[config.mk]
export PLATFORM = sky130hd
export DESIGN_NAME = matrix_result_unloader
export DESIGN_NICKNAME = d
export VERILOG_FILES = /design/src/rtl/matrix_result_unloader.sv
export SDC_FILE = /design/constraint.sdc
export NUM_CORES = 1
export LEC_CHECK = 0
export ABC_CLOCK_PERIOD_IN_PS = 2000
export CORE_MARGIN = 2
export CORE_UTILIZATION = 40
export CTS_CLUSTER_DIAMETER = 40
export DETAILED_ROUTE_END_ITERATION = 8
export GPL_TIMING_DRIVEN = 1
export PLACE_DENSITY = 0.7
export REMOVE_ABC_BUFFERS = 1
export SYNTH_ARGS = -nofsm -noshare
export SYNTH_HDL_FRONTEND = slang
export SYNTH_SLANG_ARGS = --single-unit
[constraint.sdc]
create_clock -name i_clk -period 2 [get_ports i_clk]
set_input_delay 0.4 -clock i_clk [delete_from_list [all_inputs] [get_ports i_clk]]
set_output_delay 0.4 -clock i_clk [all_outputs]
set_load 0.02 [all_outputs]
[src/rtl/matrix_result_unloader.sv]
// Captures a 2x2 product frame on the rise of multiplication_done and streams it MSB-first as bytes.
// Valid one cycle after the rise; each beat holds until out_ready, so an idle sink stalls without loss.
module matrix_result_unloader #(
  parameter int RESULT_W = 16,
  parameter int NUM_RES  = 4,
  parameter int OUT_W    = 8
) (
  input  logic                i_clk,
  input  logic                i_rst,
  input  logic [RESULT_W-1:0] i_result1,
  input  logic [RESULT_W-1:0] i_result2,
  input  logic [RESULT_W-1:0] i_result3,
  input  logic [RESULT_W-1:0] i_result4,
  input  logic                i_multiplication_done,
  output logic [OUT_W-1:0]    o_out_data,
  output logic                o_out_valid,
  input  logic                i_out_ready,
  output logic                o_out_last,
  output logic                o_busy,
  output logic                o_overrun
);

  localparam int BEATS   = NUM_RES * (RESULT_W / OUT_W);
  localparam int FRAME_W = NUM_RES * RESULT_W;
  localparam int CNT_W   = (BEATS > 1) ? $clog2(BEATS) : 1;
  localparam int LAST    = BEATS - 1;

  typedef logic [FRAME_W-1:0] frame_t;
  typedef enum logic {S_IDLE, S_STREAM} state_t;

  state_t             r_state;
  logic               r_done_q;
  frame_t             r_frame;
  logic [CNT_W-1:0]   r_cnt;
  logic               r_overrun;

  state_t             w_state_nxt;
  logic [CNT_W-1:0]   w_cnt_nxt;
  logic               w_capture;
  logic               w_overrun_nxt;
  logic               w_rise;
  logic               w_hs;
  logic               w_at_last;
  logic [OUT_W-1:0]   w_byte;
  frame_t             w_frame_in;

  // result1 occupies the top bits so beat 0 is its most significant byte
  assign w_frame_in = {i_result1, i_result2, i_result3, i_result4};
  assign w_rise     = i_multiplication_done & ~r_done_q;
  assign w_hs       = (r_state == S_STREAM) & i_out_ready;
  assign w_at_last  = (r_cnt == CNT_W'(LAST));

  always_comb begin
    w_byte = '0;
    for (int b = 0; b < BEATS; b++) begin
      if (r_cnt == CNT_W'(b)) begin
        w_byte = r_frame[FRAME_W-1-b*OUT_W -: OUT_W];
      end
    end
  end

  always_comb begin
    w_state_nxt   = r_state;
    w_cnt_nxt     = r_cnt;
    w_capture     = 1'b0;
    w_overrun_nxt = r_overrun;
    o_out_valid   = 1'b0;
    o_busy        = 1'b0;
    o_out_last    = 1'b0;
    o_out_data    = '0;
    case (r_state)
      S_IDLE: begin
        if (w_rise) begin
          w_capture   = 1'b1;
          w_cnt_nxt   = '0;
          w_state_nxt = S_STREAM;
        end
      end
      S_STREAM: begin
        o_out_valid = 1'b1;
        o_busy      = 1'b1;
        o_out_last  = w_at_last;
        o_out_data  = w_byte;
        if (w_hs && w_at_last) begin
          // A rise landing on the closing handshake chains straight into the next frame
          w_cnt_nxt = '0;
          if (w_rise) begin
            w_capture = 1'b1;
          end else begin
            w_state_nxt = S_IDLE;
          end
        end else begin
          if (w_hs) begin
            w_cnt_nxt = r_cnt + CNT_W'(1);
          end
          if (w_rise) begin
            w_overrun_nxt = 1'b1;
          end
        end
      end
      default: w_state_nxt = S_IDLE;
    endcase
  end

  always_ff @(posedge i_clk) begin
    if (i_rst) begin
      r_state   <= S_IDLE;
      r_done_q  <= 1'b0;
      r_frame   <= '0;
      r_cnt     <= '0;
      r_overrun <= 1'b0;
    end else begin
      r_state   <= w_state_nxt;
      r_done_q  <= i_multiplication_done;
      r_cnt     <= w_cnt_nxt;
      r_overrun <= w_overrun_nxt;
      if (w_capture) begin
        r_frame <= w_frame_in;
      end
    end
  end

  assign o_overrun = r_overrun;

endmodule

==> results.json, run 1 <==
{
  "p_seq_share_pct": 49.8,
  "fill_cells": 719,
  "nNetsFinal": 577,
  "antenna_found_initial": 0,
  "failed_checks": "setup timing",
  "vdd_drop_max_mv": 0.321,
  "vias": 3052,
  "slew_headroom_pct": 75.9,
  "dpl.hpwl_mm": 5.66,
  "criticalPathCategory": "reg2out",
  "multi_input_area_sq_mm": 0.00167,
  "cts.reportedPaths.clkPinSlew_ps": 70,
  "dieWidth_um": 92.7,
  "synth_area_per_cell_sq_um": 7.65,
  "dp_cells": 592,
  "post_drt_via_cell_ratio": 5.00,
  "synth_cell_types": 29,
  "stdcell_count": 610,
  "cp_cell_sequence": "inv_4 > ha_4 > nor2b_4 > buf_6 > a221o_1 > a311oi_2 > nor3_2 > buf_4",
  "clkLatencyLatePin_ps": 350,
  "synth_fa_ha_area_share_pct": 2.39,
  "cts.path.max_buffers": 2,
  "track_usage_pct": 19.4,
  "status": "finished with violations",
  "max_stage_delay_ps": 380,
  "p_sw_w": 0.000813,
  "switching_share_pct": 26.7,
  "grt-ovfl-total": 0,
  "synthCells": 411,
  "whs_endpoint": "r_frame[43]$_SDFFE_PP0P_",
  "grt_pass1_vias": 2802,
  "cts_root_buf": "clkbuf_8",
  "cp_top_family": "compound AO/OA/AOI/OAI gates",
  "fin_util_pct": 59.1,
  "ctsHoldBuffers": 0,
  "fin_setup_tns_ps": -3180,
  "yosysTopAreaCellShare_pct": 44.6,
  "cts_tree": "yes",
  "timing.rr.end": "r_frame[44]$_SDFFE_PP0P_",
  "period_minus_slack_ps": 2420,
  "hold_depth": 2,
  "critPathBufInv": 3,
  "finalSetupViolCount": 8,
  "use_met3_pct": 5.29,
  "powerDensity_mw_per_mm2": 670,
  "clockPowerShare_pct": 33.1,
  "yosysTopAreaCell": "dfxtp_1",
  "worstSetupEndpointType": "primary output",
  "grt_util_met1_pct": 25.0,
  "period_share_pct": 121,
  "grt_first_pass_wirelength_mm": 13.2,
  "regToRegSetupSlack_ps": 240,
  "cp_slowest_cell": "dfxtp_4",
  "drc": 0,
  "report.final.slew_viol_count": 0,
  "num_rows": 32,
  "fin_ws_ps": -418,
  "skew_ps": 5.95,
  "ios": 80,
  "hold_slack_ps": 455,
  "synth_compound_area_share_pct": 24.2,
  "rsz0062_at_grt": "yes",
  "synthXorXnorAreaFrac_pct": 0,
  "final-hold-violation-count": 0,
  "area_growth_pct": 44.6,
  "fmax_mhz": 414,
  "chipHeight_um": 92.7,
  "crit_required_ps": 1600,
  "r2r-start": "r_cnt[1]$_SDFFE_PP0P_",
  "start_util_pct": 40.9,
  "combPwrFrac_pct": 17.1,
  "grt_use_met2_pct": 31.0,
  "gp_congestion": 0.852,
  "worst_slew_pin_slew_ps": 361,
  "hp-start": "r_frame[43]$_SDFFE_PP0P_",
  "ys_top_cells_by_area": "dfxtp_1 45%, nand2_1 16%, a21oi_1 11%",
  "ys_seq_elements": 70,
  "htreeDepth": 3,
  "core_sq_mm": 0.00769,
  "p_leak_nw": 1.68,
  "syn-cell-area_sq_mm": 0.00314,
  "hp-class": "reg2reg",
  "diodes": 0,
  "synthMuxAreaShare_pct": 0.318,
  "intPower_w": 0.00223,
  "ant_nets": 0,
  "busiest_layer": "met2",
  "seq_area_sq_mm": 0.00141,
  "cap_violations": 0,
  "drive_above_1_share_pct": 18.9,
  "yosys.area_share.simple_pct": 21.3,
  "cts.sink_count": 70,
  "cp_max_fo": 8,
  "crit_arrival_ps": 2020,
  "synth_top_family_by_area": "compound AO/OA/AOI/OAI gates",
  "start_kind": "flip-flop",
  "grt_max_degree": 71,
  "rr_worst_depth": 8,
  "routed_wl_mm": 8.24,
  "numPortBuffers": 79,
  "drt_iter0_drc": 154,
  "yosysWarnings": 0,
  "drtPass1Iterations": 4,
  "numCtsBuffers": 9,
  "synth_sequential_area_ratio_pct": 44.6,
  "routedWlPerCell_um": 13.5,
  "dieArea_sq_mm": 0.00859
}
[layer usage]
metal / vias to the layer above / wire length, um
met5: - / 0
met4: 0 / 78
met3: 8 / 449
met2: 66 / 3970
met1: 1406 / 3750
li1: 1572 / -
[how the worst max path moves through the flow]
stage                                startpoint            end  slack (ps)  cells past startpoint
after floorplan           r_cnt[0]$_SDFFE_PP0P_  o_out_data[5]        -560                      6
after CTS                 r_cnt[1]$_SDFFE_PP0P_  o_out_data[1]        -430                      8
after global placement    r_cnt[0]$_SDFFE_PP0P_  o_out_data[1]        -550                      8
after global routing      r_cnt[1]$_SDFFE_PP0P_  o_out_data[1]        -510                      8
final                     r_cnt[1]$_SDFFE_PP0P_  o_out_data[1]        -420                      8
after detailed placement  r_cnt[1]$_SDFFE_PP0P_  o_out_data[2]        -650                      8
[worst min-delay path, stage by stage (launching register included)]
cell	delay, ps
dfxtp_1	310
nand2_1	50
a21oi_1	50
[synthesized netlist by cell type, drive strengths merged]
| library cell | count |
|---|---|
| ha | 6 |
| nor3 | 9 |
| a221o | 8 |
| dfxtp | 70 |
| a211oi | 8 |
| a22o | 8 |
| o21ai | 9 |
| a32oi | 1 |
| a311oi | 8 |
| nor2b | 3 |
| o21a | 1 |
| and2 | 2 |
| nand2 | 131 |
| buf | 14 |
| a221oi | 8 |
| clkbuf | 18 |
| mux2i | 1 |
| a21boi | 1 |
| nand2b | 10 |
| nor2 | 9 |
| a21oi | 66 |
| inv | 20 |
[power by group through the flow]
stage          Sequential, W  Clock, W  Combinational (W)
6_report             0.00152   0.00101           0.000521
5_1_grt              0.00152   0.00109           0.000574
4_1_cts              0.00151   0.00103           0.000516
3_5_place_dp         0.00155         0           0.000494
3_3_place_gp         0.00155         0           0.000483
2_1_floorplan        0.00154         0           0.000212
[cell families (layout without fill, tap and decap cells)]
family                     Yosys count  after routing
buffers and inverters               52            149
and+or+nand+nor                    164            164
DFF                                 70             70
AOI/OAI and AO/OA                  118            118
adders and majority gates            6              6
muxes                                1              1
[flip-flops by register name, indices dropped and copies added (netlist names)]
name	flops
o_overrun	1
r_cnt	3
r_done_q	1
r_frame	64
r_state	1
[cells in the final DEF, fill, tap and decap left out, types with 4 or more instances in the layout]
master and instances:
nor3_2 5, ha_2 4, buf_2 8, nand2b_1 9, a221oi_1 5, a22o_1 8
nand2_1 130, inv_1 17, clkinv_2 4, clkdlybuf4s50_1 69, a311oi_2 7, buf_4 23
buf_6 8, a211oi_1 5, nor2_1 8, dfxtp_1 68, o21ai_0 8, a221o_1 8
nor3_1 4, a21oi_1 66, clkbuf_8 10, buf_12 5
[area by class of cell]
type	count	share of cell area, %
inverter	20	1.71
clock buffer	10	3.03
tap	102	2.81
clock inverter	6	0.826
multi-input combinational	289	36.7
timing repair buffer	113	24.1
sequential	70	30.9
[repair_timing]
item | in CTS | in global routing
resized for setup | 78 | 13
cloned | 0 | 0
setup endpoints to repair | 9 | 9
pin swaps | 15 | 6
setup buffers | 1 | 1
[through the flow]
stage | power (W) | setup WS [ps] | cell area (sq um)
4_1_cts | 0.00306 | -429 | 4480
2_1_floorplan | 0.00175 | -560 | 2990
5_1_grt | 0.00319 | -505 | 4550
3_3_place_gp | 0.00203 | -547 | 4210
6_report | 0.00304 | -418 | 4550
3_5_place_dp | 0.00204 | -649 | 4210
No activity file was read; power rests on OpenSTA's default activity.
==> run 2: changes to the inputs <==
--- a/config.mk
+++ b/config.mk
@@ -11,6 +11,7 @@
 export CTS_CLUSTER_DIAMETER = 40
 export DETAILED_ROUTE_END_ITERATION = 8
 export GPL_TIMING_DRIVEN = 1
+export MAX_ROUTING_LAYER = met4
 export PLACE_DENSITY = 0.7
 export REMOVE_ABC_BUFFERS = 1
 export SYNTH_ARGS = -nofsm -noshare
==> run 2 against run 1 <==
The run still ends with setup timing left. Die area unchanged. Cell count unchanged. Combinational power grew 0.8%. Clock power about the same. Sequential cell count is the same. Non-clock buffer count stayed put. Highest routed layer unchanged. First-iteration DRC count rose by 6.5%. Core utilization rose by 0.13 points. Power barely moved.
==> results.json, run 2 (synthesis results as in run 1) <==
{
  "status": "finished with violations",
  "failed_checks": "setup timing",
  "final-hold-violation-count": 0,
  "cap_violations": 0,
  "hold_depth": 2,
  "numCtsBuffers": 9,
  "finalSetupViolCount": 8,
  "ios": 80,
  "cts.path.max_buffers": 2,
  "cp_cell_sequence": "inv_4 > ha_4 > nor2b_4 > buf_6 > a221o_1 > a311oi_2 > nor3_2 > buf_4",
  "htreeDepth": 3,
  "vdd_drop_max_mv": 0.321,
  "cts.reportedPaths.clkPinSlew_ps": 70,
  "fill_cells": 724,
  "gp_congestion": 0.865,
  "regToRegSetupSlack_ps": 230,
  "crit_arrival_ps": 2010,
  "worst_slew_pin_slew_ps": 340,
  "worstSetupEndpointType": "primary output",
  "cp_max_fo": 8,
  "largest_reg_flops": 64,
  "skew_ps": 7.50,
  "whs_endpoint": "r_frame[43]$_SDFFE_PP0P_",
  "grt-ovfl-total": 0,
  "start_kind": "flip-flop",
  "crit_required_ps": 1600,
  "track_usage_pct": 20.0,
  "stdcell_count": 610,
  "fin_ws_ps": -415,
  "dpl.hpwl_mm": 5.66,
  "top_regs": "r_frame x64, r_cnt x3",
  "rsz0062_at_grt": "yes",
  "drc": 0,
  "timing.rr.end": "r_frame[44]$_SDFFE_PP0P_",
  "hp-start": "r_frame[43]$_SDFFE_PP0P_",
  "rr_worst_depth": 8,
  "antenna_found_initial": 0,
  "dp_cells": 592,
  "cts_tree": "yes",
  "start_util_pct": 40.9,
  "cp_slowest_cell": "dfxtp_4",
  "vias": 3091,
  "slew_headroom_pct": 77.4,
  "fin_setup_tns_ps": -3160,
  "top_register": "r_frame",
  "final_common_cell": "nand2_1",
  "period_minus_slack_ps": 2410,
  "numPortBuffers": 79,
  "criticalPathCategory": "reg2out",
  "diodes": 0,
  "grt_max_degree": 71,
  "ant_nets": 0,
  "most-common-layout-cells": "130 x nand2_1, 69 x clkdlybuf4s50_1, 68 x dfxtp_1, 66 x a21oi_1, 25 x buf_4",
  "clkLatencyLatePin_ps": 350,
  "grt_first_pass_wirelength_mm": 13.2,
  "chipHeight_um": 92.7,
  "routedWlPerCell_um": 13.5,
  "cts_root_buf": "clkbuf_8",
  "hold_slack_ps": 455,
  "drtPass1Iterations": 4,
  "hp-class": "reg2reg",
  "dieArea_sq_mm": 0.00859,
  "dieWidth_um": 92.7,
  "powerDensity_mw_per_mm2": 668,
  "cts.sink_count": 70,
  "nNetsFinal": 577,
  "drt_iter0_drc": 164,
  "drive_above_1_share_pct": 19.1,
  "place_ws_ps": -649,
  "area_growth_pct": 44.9,
  "routed_wl_mm": 8.26,
  "num_rows": 32,
  "fin_util_pct": 59.3,
  "core_sq_mm": 0.00769,
  "fmax_mhz": 414,
  "period_share_pct": 121,
  "grt_pass1_vias": 2794,
  "p_leak_nw": 1.68,
  "ctsHoldBuffers": 0,
  "max_stage_delay_ps": 380,
  "report.final.slew_viol_count": 0,
  "r2r-start": "r_cnt[1]$_SDFFE_PP0P_",
  "post_drt_via_cell_ratio": 5.07
}
-- run 2: report_power, final --
part	internal [W]	switching [W]	total, W
clock	0.000478	0.000523	0.00100
combinational	0.000284	0.000241	0.000525
sequential	0.00147	0.0000459	0.00152
total	0.00223	0.000810	0.00304
-- run 2: worst max-delay path, delay by kind of cell (launching register included) --
| kind | cells | cell delay [ps] |
|---|---|---|
| simple gates | 2 | 210 |
| buf+inv | 3 | 350 |
| compound gates | 2 | 580 |
| fa+ha+maj | 1 | 150 |
| flops | 1 | 380 |
-- run 2: through the flow --
| stage | power, W | cell area, sq um |
|---|---|---|
| 3_3_place_gp | 0.00203 | 4210 |
| 4_1_cts | 0.00306 | 4480 |
| 6_report | 0.00304 | 4560 |
| 2_1_floorplan | 0.00175 | 2990 |
| 5_1_grt | 0.00320 | 4560 |
| 3_5_place_dp | 0.00204 | 4210 |
-- run 2: how the worst max path moves through the flow --
stage / start / to / slack [ps]
CTS: r_cnt[1]$_SDFFE_PP0P_ / o_out_data[1] / -430
global route: r_cnt[1]$_SDFFE_PP0P_ / o_out_data[1] / -520
finish: r_cnt[1]$_SDFFE_PP0P_ / o_out_data[1] / -410
floorplan: r_cnt[0]$_SDFFE_PP0P_ / o_out_data[5] / -560
global placement: r_cnt[0]$_SDFFE_PP0P_ / o_out_data[1] / -550
detailed placement: r_cnt[1]$_SDFFE_PP0P_ / o_out_data[2] / -650
-- run 2: cell type report --
type	count	area, sq um	area share (%)
clock buffers	10	138	3.02
clock inverters	6	37.5	0.824
inverters	20	77.6	1.70
multi-input cells	289	1670	36.7
flip-flops and latches	70	1410	30.9
well taps	102	128	2.80
repair buffers	113	1100	24.1
-- run 2: repair_timing --
item	CTS	global route
resized for setup	78	16
endpoints found under the setup margin	9	9
pin swaps	15	6
buffers inserted	1	1
-- run 2: layer usage --
layer	vias to the layer above	global-route usage [%]	share of wire [%]
li1	1578	-	-
met1	1430	25.0	47
met3	13	6.02	4.8
met4	0	6.99	1.4
met2	70	31.0	47
met5	-	-	0
